## src/rtl/fetch_unit_pkg.sv

```systemverilog
// Shared types and constants for the instruction-fetch front end.
// Latency: n/a (package only).
// Backpressure: n/a (package only).
//
// Contents: instruction width, RV32I NOP encoding (driven on inst_data while
// the buffer is empty), default reset PC and a clog2 helper for sizing.
package fetch_unit_pkg;

   localparam int               INST_W           = 32;
   localparam logic [INST_W-1:0] NOP_INST        = 32'h0000_0013;  // addi x0,x0,0
   localparam logic [31:0]      DEFAULT_RESET_PC = 32'h0000_0000;

   // Ceiling log2; clog2(1) = 0.
   function automatic int clog2(input int value);
      int r;
      r = 0;
      while ((1 << r) < value) begin
         r = r + 1;
      end
      return r;
   endfunction

endpackage

```

## src/rtl/fetch_unit_if.sv

```systemverilog
// Bundles the fetch front end's imem, decode and redirect signals.
// Latency: n/a (wiring only).
// Backpressure: decode stalls fetch through inst_ready; fetch_en halts issue.
//
// Modports: master = fetch unit, slave = surrounding core (imem, decode, execute).
interface fetch_unit_if #(
   parameter int XLEN       = 32,
   parameter int FIFO_DEPTH = 4
);
   import fetch_unit_pkg::*;

   localparam int CW = clog2(FIFO_DEPTH) + 1;

   logic              fetch_en;
   logic              imem_req;
   logic [XLEN-1:0]   imem_addr;
   logic [INST_W-1:0] imem_rdata;
   logic              inst_valid;
   logic              inst_ready;
   logic [INST_W-1:0] inst_data;
   logic [XLEN-1:0]   inst_pc;
   logic              redirect_valid;
   logic [XLEN-1:0]   redirect_pc;
   logic [CW-1:0]     fifo_count;

   modport master (
      input  fetch_en,
      output imem_req, imem_addr,
      input  imem_rdata,
      output inst_valid, inst_data, inst_pc,
      input  inst_ready,
      input  redirect_valid, redirect_pc,
      output fifo_count
   );

   modport slave (
      output fetch_en,
      input  imem_req, imem_addr,
      output imem_rdata,
      input  inst_valid, inst_data, inst_pc,
      output inst_ready,
      output redirect_valid, redirect_pc,
      input  fifo_count
   );

endinterface

```

## src/rtl/fetch_unit_fifo.sv

```systemverilog
// First-word-fall-through FIFO with synchronous clear (module sync_fifo_fwft).
// Latency: push at edge t is visible on o_head / o_count right after edge t.
// Backpressure: none internally; the writer must never push into a full FIFO.
//
// Ports: clock, reset (async, high), i_clear (sync flush, beats push/pop),
//        i_push/i_push_dat, i_pop, o_head (entry at read pointer), o_count.
module sync_fifo_fwft
   import fetch_unit_pkg::*;
#(
   parameter int WIDTH = 64,
   parameter int DEPTH = 4
) (
   input  logic                     clock,
   input  logic                     reset,
   input  logic                     i_clear,
   input  logic                     i_push,
   input  logic [WIDTH-1:0]         i_push_dat,
   input  logic                     i_pop,
   output logic [WIDTH-1:0]         o_head,
   output logic [clog2(DEPTH):0]    o_count
);

   localparam int AW = clog2(DEPTH);
   localparam int CW = AW + 1;

   logic [WIDTH-1:0] r_mem [DEPTH];
   logic [AW-1:0]    r_wptr;
   logic [AW-1:0]    r_rptr;
   logic [CW-1:0]    r_count;

   wire w_do_push = i_push & ~i_clear;
   wire w_do_pop  = i_pop & (r_count != '0) & ~i_clear;

   // Pointers wrap naturally because DEPTH is a power of two.
   always_ff @(posedge clock or posedge reset) begin
      if (reset) begin
         r_wptr  <= '0;
         r_rptr  <= '0;
         r_count <= '0;
      end else if (i_clear) begin
         r_wptr  <= '0;
         r_rptr  <= '0;
         r_count <= '0;
      end else begin
         if (w_do_push) r_wptr <= r_wptr + 1'b1;
         if (w_do_pop)  r_rptr <= r_rptr + 1'b1;
         r_count <= r_count + CW'(w_do_push) - CW'(w_do_pop);
      end
   end

   // Storage carries no reset: o_head is only meaningful while r_count != 0.
   always_ff @(posedge clock) begin
      if (w_do_push) r_mem[r_wptr] <= i_push_dat;
   end

   assign o_head  = r_mem[r_rptr];
   assign o_count = r_count;

   a_no_overflow : assert property (@(posedge clock) disable iff (reset)
      !(w_do_push && !w_do_pop && (r_count == CW'(DEPTH))));

endmodule

```

## src/rtl/fetch_unit.sv

```systemverilog
// Instruction-fetch front end: owns fetch PC, issues imem reads, buffers {pc,inst}.
// Latency: request at cycle t -> inst_valid at t+2; redirect at t -> target valid at t+3.
// Backpressure: inst_ready=0 holds the head; issue stops once buffer + in-flight reach FIFO_DEPTH.
//
// Ports: clock, reset (async, high); io (fetch_unit_if.master):
//   fetch_en, imem_req/imem_addr/imem_rdata, inst_valid/inst_ready/inst_data/inst_pc,
//   redirect_valid/redirect_pc, fifo_count.
module fetch_unit
   import fetch_unit_pkg::*;
#(
   parameter int              XLEN       = 32,
   parameter int              ADDR_STEP  = 1,
   parameter logic [XLEN-1:0] RESET_PC   = XLEN'(DEFAULT_RESET_PC),
   parameter int              FIFO_DEPTH = 4
) (
   input  logic         clock,
   input  logic         reset,
   fetch_unit_if.master io
);

   localparam int CW = clog2(FIFO_DEPTH) + 1;
   localparam int EW = XLEN + INST_W;

   logic [XLEN-1:0] r_fpc;
   logic            r_ifl;
   logic [XLEN-1:0] r_ifl_pc;

   logic [EW-1:0]   w_head;
   logic [CW-1:0]   w_count;
   logic            w_valid;
   logic            w_credit;
   logic            w_req;
   logic            w_push;
   logic            w_pop;

   // Credit: every buffered entry plus the one in flight has a reserved slot,
   // so a returning word can always be pushed.
   assign w_credit = ({1'b0, w_count} + (CW+1)'(r_ifl)) < (CW+1)'(FIFO_DEPTH);
   assign w_req    = ~reset & io.fetch_en & ~io.redirect_valid & w_credit;
   assign w_push   = r_ifl & ~io.redirect_valid;
   assign w_valid  = (w_count != '0);
   assign w_pop    = w_valid & io.inst_ready;

   always_ff @(posedge clock or posedge reset) begin
      if (reset) begin
         r_fpc    <= RESET_PC;
         r_ifl    <= 1'b0;
         r_ifl_pc <= '0;
      end else if (io.redirect_valid) begin
         // Redirect wins: the word returning this cycle is stale and is dropped.
         r_fpc <= io.redirect_pc;
         r_ifl <= 1'b0;
      end else if (w_req) begin
         r_fpc    <= r_fpc + XLEN'(ADDR_STEP);
         r_ifl    <= 1'b1;
         r_ifl_pc <= r_fpc;
      end else begin
         r_ifl <= 1'b0;
      end
   end

   sync_fifo_fwft #(
      .WIDTH (EW),
      .DEPTH (FIFO_DEPTH)
   ) u_fifo (
      .clock      (clock),
      .reset      (reset),
      .i_clear    (io.redirect_valid),
      .i_push     (w_push),
      .i_push_dat ({r_ifl_pc, io.imem_rdata}),
      .i_pop      (w_pop),
      .o_head     (w_head),
      .o_count    (w_count)
   );

   assign io.imem_req   = w_req;
   assign io.imem_addr  = r_fpc;
   assign io.inst_valid = w_valid;
   assign io.fifo_count = w_count;
   assign io.inst_pc    = w_valid ? w_head[EW-1:INST_W] : '0;
   // Empty buffer shows a NOP to decode, but all-zero while reset is held.
   assign io.inst_data  = w_valid ? w_head[INST_W-1:0] : (reset ? '0 : NOP_INST);

endmodule

```

## src/flat_wrapper.sv

```systemverilog
// flat-port wrapper written by rule: the top's interface ports become plain ports
module fetch_unit_flat import fetch_unit_pkg::*;
#(
   parameter int              XLEN       = 32,
   parameter int              ADDR_STEP  = 1,
   parameter logic [XLEN-1:0] RESET_PC   = XLEN'(DEFAULT_RESET_PC),
   parameter int              FIFO_DEPTH = 4
)
  (clock, reset, io_fetch_en, io_imem_req, io_imem_addr, io_imem_rdata, io_inst_valid, io_inst_data, io_inst_pc, io_inst_ready, io_redirect_valid, io_redirect_pc, io_fifo_count);
  fetch_unit_if #(.XLEN(XLEN), .FIFO_DEPTH(FIFO_DEPTH)) io_i ();
  input  logic clock;
  input  logic reset;
  input wire logic [$bits(io_i.fetch_en)-1:0] io_fetch_en;
  output wire logic [$bits(io_i.imem_req)-1:0] io_imem_req;
  output wire logic [$bits(io_i.imem_addr)-1:0] io_imem_addr;
  input wire logic [$bits(io_i.imem_rdata)-1:0] io_imem_rdata;
  output wire logic [$bits(io_i.inst_valid)-1:0] io_inst_valid;
  output wire logic [$bits(io_i.inst_data)-1:0] io_inst_data;
  output wire logic [$bits(io_i.inst_pc)-1:0] io_inst_pc;
  input wire logic [$bits(io_i.inst_ready)-1:0] io_inst_ready;
  input wire logic [$bits(io_i.redirect_valid)-1:0] io_redirect_valid;
  input wire logic [$bits(io_i.redirect_pc)-1:0] io_redirect_pc;
  output wire logic [$bits(io_i.fifo_count)-1:0] io_fifo_count;
  assign io_i.fetch_en = io_fetch_en;
  assign io_imem_req = io_i.imem_req;
  assign io_imem_addr = io_i.imem_addr;
  assign io_i.imem_rdata = io_imem_rdata;
  assign io_inst_valid = io_i.inst_valid;
  assign io_inst_data = io_i.inst_data;
  assign io_inst_pc = io_i.inst_pc;
  assign io_i.inst_ready = io_inst_ready;
  assign io_i.redirect_valid = io_redirect_valid;
  assign io_i.redirect_pc = io_redirect_pc;
  assign io_fifo_count = io_i.fifo_count;
  fetch_unit #(.XLEN(XLEN), .ADDR_STEP(ADDR_STEP), .RESET_PC(RESET_PC), .FIFO_DEPTH(FIFO_DEPTH)) u_core (.clock(clock), .reset(reset), .io(io_i));
endmodule
```

## config.mk

```make
export PLATFORM = sky130hd
export DESIGN_NAME = fetch_unit_flat
export DESIGN_NICKNAME = d
export VERILOG_FILES = /design/src/rtl/fetch_unit_pkg.sv /design/src/rtl/fetch_unit_if.sv /design/src/rtl/fetch_unit_fifo.sv /design/src/rtl/fetch_unit.sv /design/src/flat_wrapper.sv
export SDC_FILE = /design/constraint.sdc
export NUM_CORES = 1
export LEC_CHECK = 0
export BUFFER_PORTS_ARGS = -buffer_cell sky130_fd_sc_hd__buf_2
export CAP_MARGIN = 0
export CORE_UTILIZATION = 58
export DETAILED_ROUTE_END_ITERATION = 6
export PLACE_DENSITY = 0.8
export SLEW_MARGIN = 20
export SYNTH_ARGS = -nofsm -noshare
export SYNTH_HDL_FRONTEND = slang
export SYNTH_SLANG_ARGS = --single-unit
```

## constraint.sdc

```tcl
create_clock -name clock -period 3.6 [get_ports clock]
set_input_delay 0.18 -clock clock [delete_from_list [all_inputs] [get_ports clock]]
set_output_delay 0.18 -clock clock [all_outputs]
set_load 0.01 [all_outputs]
```

Word-level counts from Yosys, hierarchy flattened
Memory sizes are Yosys's and may differ from the RTL's. Cells that the tools add are included.

Logic and storage cells: 43. Output and inout port bits: 101. Register bits: 72. Memory bits (writable): 256. Memories kept: 1.

Memories: u_core.u_fifo.r_mem (depth 4, bits a word 64, rd ports 1, clocked after memory_dff 0, write ports 1, RTL line fetch_unit_fifo.sv:26) `logic [WIDTH-1:0] r_mem [DEPTH];`.

$add $sub $neg: 6. Reduce and logical (&&, ||, !) cells: 5. Muxes and demuxes: 14. Bitwise gates (word level): 10. $lt $le $gt $ge: 1.

Operator list (count): two-way mux 32 bit (4); adder 32 x 1 -> 32 bit (second input constant) (1); bitwise AND 1 bit (8); two-way mux 2 bit (4); nonzero test 2 bit (3); two-way mux 5 bit (1); adder 2 x 1 -> 2 bit (second input constant) (2); adder 3 x 1 -> 4 bit (1); < comparator 4 x 3 -> 1 bit (second input constant) (1); two-way mux 1 bit (4); adder 3 x 1 -> 3 bit (1); two-way mux 3 bit (1); nonzero test 3 bit (1); subtractor 3 x 1 -> 3 bit (1); NOT 1 bit (2); AND reduction 2 bit (1).

Logic depth before layout (Yosys ltp)
Depth after elaboration: 6. Depth in mapped cells: 12.

Modules after synthesis
A second synthesis with hierarchy kept.

Cells, all modules: 816. Area, all modules: 13397.8 um2.

Modules (own cells, without submodules): sync_fifo_fwft (seq. area each 7862.5 um2, cells each 378, times used 1, area an instance 9731.8 um2); fetch_unit (seq. area each 1626.6 um2, cells each 438, times used 1, area an instance 3666.0 um2).

Worst setup path after synthesis
No wires, ideal clock.

Path type: reg-to-reg. From: reg u_core.r_ifl. To: mem u_core.u_fifo.r_mem[0][0] (enable). Setup slack: 993 ps. Setup time: 429 ps. Period minus slack after synthesis: 2607 ps. Data arrival time: 2178 ps. Cell stages (with the launch flop): 3. Buffers on the path: 0. Path through: dfrtp_1 -> nor2b_1 -> and2_1.

Cells in the longest elaborated chain, start to end: 4.

Ends and longest elaborated chain: start, declared (RTL line fetch_unit.sv:25) `logic r_ifl;`; start signal, assigned (RTL line fetch_unit.sv:47) `r_ifl <= 1'b0;`; start signal, assigned (RTL line fetch_unit.sv:52) `r_ifl <= 1'b0;`; start signal, assigned (RTL line fetch_unit.sv:55) `r_ifl <= 1'b1;`; bitwise AND 1 bit (RTL line fetch_unit.sv:40) `assign w_push = r_ifl & ~io.redirect_valid;`; bitwise AND 1 bit (RTL line fetch_unit_fifo.sv:31) `wire w_do_push = i_push & ~i_clear;`; two-way mux 1 bit (RTL line fetch_unit_fifo.sv:53) `if (w_do_push) r_mem[r_wptr] <= i_push_dat;`; two-way mux 1 bit (implied by the code) (RTL line fetch_unit_fifo.sv:53); end, declared (RTL line fetch_unit_fifo.sv:26).

Every way passes these cells.

Worst setup path after layout
From: reg u_core.u_fifo.r_rptr[0]. To: out io_inst_data[5].

Cells in the longest elaborated chain, start to end: 2.

Ends and longest elaborated chain: start, declared (RTL line fetch_unit_fifo.sv:28) `logic [AW-1:0] r_rptr;`; start signal, assigned (RTL line fetch_unit_fifo.sv:46) `if (w_do_pop) r_rptr <= r_rptr + 1'b1;`; memory read (4 x 64 bit); two-way mux 32 bit (RTL line fetch_unit.sv:82) `assign io.inst_data = w_valid ? w_head[INST_W-1:0] : (reset ? '0 : NOP_INST);`; end, declared (RTL line flat_wrapper.sv:18) `output wire logic [$bits(io_i.inst_data)-1:0] io_inst_data;`.

Every way passes these cells.

==> flow_summary.yaml <==
status:
  status: "completed"
cells_and_area:
  final_common_cell: "edfxtp_1"
  n_fill_cell: 1367
  final_cell_mix: "edfxtp_1, buf_2, dfrtp_1, dlygate4sd3_1, mux4_2"
  n_antenna_cell: 0
  drive_above_1_share_pct: 35.71
  final_nets: 1047
  area_delta_synth_final_pct: 21.28
timing:
  hold_viol: 0
  rsz0062_at_grt: "false"
  max_slew_margin_pct: 32.58
  drv_slew: 0
  fin_skew_ps: 8.463
  fin_setup_tns_ps: 0
  fmax_ghz: 0.3591
  holdWs_ps: 273.7
  period_needed_ps: 2784
  setup_viol: 0
  worst_pin_slew_ps: 1011
  post-route-period-util_pct: 77.35
placement:
  hpwl_um: 15660
  place_congestion: 0.8004
  io_buffers: 169
power_and_ir_drop:
  p_leak_uw: 0.005904
  peakVddDrop_mv: 0.3433
  power_density_mw_per_mm2: 617.5
grt:
  antenna_found_initial: 0
  grt_usage_pct: 23.47
  grt_overflow: 0
  grt_pass1_vias: 7547
  grt_max_degree: 70
  grt_pass1_wl_um: 42160
logic_synthesis:
  synthesis.nets: 807
  yosysWarnings: 0
  ys_seq_area_share_pct: 71.16
  ys_types: 45
  synthMuxAreaShare_pct: 14.25
  synth_compound_area_share_pct: 1.398
  synth.top_cells.by_area: "edfxtp_1, dfrtp_1, mux4_2"
  synthXorXnorAreaFrac_pct: 2.233
  synthCells: 729
  synth_seq_cells: 328
  postSynthAreaPerCell_um2: 18.29
  synth_area_mm2: 0.01333
  synth_top_family_by_area: "multiplexers"
  synth_top_area_cell: "edfxtp_1"
  synthAdderAreaFrac_pct: 0.9008
  synthSimpleGateAreaFrac_pct: 8.323
  synth_top_cell_area_share_pct: 57.65
worst_setup_path:
  crit_end: "io_inst_data[5]"
  path_class: "reg2out"
  worstSetupStartpoint: "u_core.u_fifo.r_rptr[0]"
  worstReg2RegStart: "u_core.u_fifo.o_count[1]"
  r2r_cells: 5
  cp.arrival_ps: 2600
  cp_max_fo: 32
  max_stage_delay_ps: 850
  endpoint_kind: "output pin"
  critPathSlowestCell: "dfrtp_4"
  startpoint_type: "flip-flop"
  r2r_slack_ps: 950
  cp_cell_sequence: "buf_4 > mux4_2 > and2_1 > buf_2"
  crit_required_ps: 3420
  rr_endpoint: "u_core.r_ifl_pc[15]"
die:
  die-area_mm2: 0.02360
  row_count: 55
  die-width_um: 153.6
  dieHeight_um: 153.6
  coreArea_mm2: 0.02257
  io_pins: 170
  initial_core_util_pct: 59.07
drt:
  drt_iter0_drc: 509
  postRouteAntennaNets: 0
  drt-vias-per-instance: 5.745
  firstDrtPassIters: 7
  routedWlPerCell_um: 21.07
  vias: 7348
  routed_wl_um: 26950
  drc_errors: 0
cts:
  worstSkewPairLatency_ps: 550
  path_clk_slew_ps: 60
  numCtsBuffers: 31
  ctsHoldBuffers: 66
  cts_tree: "yes"
  cts_root_buffer: "clkbuf_16"
  post_cts_buffers: 0
  cts_sinks: 328
  ctsResizeCount: 0
  cts_htree_levels: 1
  clockBufferDepth: 3
worst_hold_path:
  hold_path.class: "in2reg"
job:
  maxCapViolCount: 0
## layout make-up
type                    count  area, µm²  share of cell area [%]
clock buffers              42      857.1                   5.300
clock inverters            16      183.9                   1.137
inverters                   8      30.03                  0.1857
multi-input cells         354       3633                   22.47
flip-flops and latches    328       9497                   58.72
well taps                 285      356.6                   2.205
repair buffers            246       1614                   9.981
## sequential cells by signal, summed over array words and instances, names as in the netlist
signal / flops
u_core.io.imem_addr: 32
u_core.r_ifl: 1
u_core.r_ifl_pc: 32
u_core.u_fifo.o_count: 3
u_core.u_fifo.r_mem: 256
u_core.u_fifo.r_rptr: 2
u_core.u_fifo.r_wptr: 2
## synthesized netlist by cell type
master,number
a211o_1,1
a2bb2oi_4,1
and2_1,66
and3_1,1
and3_2,1
and4_1,5
and4_2,1
buf_1,6
buf_2,9
buf_6,4
clkbuf_1,18
clkdlybuf4s50_2,1
dfrtp_1,72
dlygate4sd1_1,1
edfxtp_1,256
fa_1,1
ha_1,8
inv_1,8
mux2_2,39
mux2i_1,2
mux4_2,64
nand2_1,35
nand3_1,10
nand3_2,2
nand3b_1,1
nand4_1,9
nand4_2,1
nand4b_1,2
nor2_1,12
nor2b_1,2
nor3_1,8
nor3b_4,1
nor4_1,4
nor4_2,4
nor4_4,2
nor4b_1,4
nor4b_4,2
o211ai_1,1
o21ai_0,22
o21ai_1,5
o2bb2ai_1,1
or3_1,1
or4_4,1
xnor2_1,24
xor2_1,10
## how the worst min path moves through the flow
| stage | from | slack (ps) | endpoint | cells after the start |
|---|---|---|---|---|
| floorplan | io_imem_rdata[0] | 280 | u_core.u_fifo.r_mem[0][0] | 0 |
| global placement | reset | 310 | u_core.r_ifl_pc[26] | 2 |
| detailed placement | reset | 330 | u_core.u_fifo.r_rptr[1] | 2 |
| CTS | io_redirect_valid | 260 | u_core.u_fifo.r_rptr[1] | 3 |
| global route | io_redirect_valid | 300 | u_core.u_fifo.r_wptr[0] | 3 |
| finish | io_redirect_valid | 270 | u_core.u_fifo.r_wptr[0] | 3 |
## kinds of logic after synthesis
family                     Yosys count
muxes                              105
adders and majority gates            9
DFF                                328
xor gates and xnor gates            34
AOI/OAI and AO/OA                   31
buffers and inverters               47
and+or+nand+nor                    175
## critical path, delay by kind of cell, from the launching register on
family,cells,cell delay [ps]
multiplexers,1,530
flip-flops,1,850
AND/OR/NAND/NOR,1,180
buffers and inverters,2,480
## per-stage QoR
stage	instances	setup slack [ps]	instance area (µm²)	total power (µW)	util, %
after global routing	1279	651.0	16170	10380	71.65
after CTS	1279	724.9	16170	10060	71.65
final	1279	815.5	16170	9985	71.65
after detailed placement	1155	930.5	14470	6751	64.11
after floorplan	729	993.4	13330	6020	-
after global placement	1155	984.1	14470	6686	64.11
## power by group
group / switching (µW) / internal (µW) / total, µW
registers: 408 / 4510 / 4920
clock network: 1320 / 1950 / 3270
logic: 849 / 953 / 1800
## per-layer routing
metal	vias up	routed length (µm)	global-route usage, %
li1	3307	-	-
met1	3720	11340	32.45
met2	281	13560	39.83
met3	40	1498	2.988
met4	0	560	6.476
met5	-	0	0
Note: power is estimated with default switching activity, not from simulation.
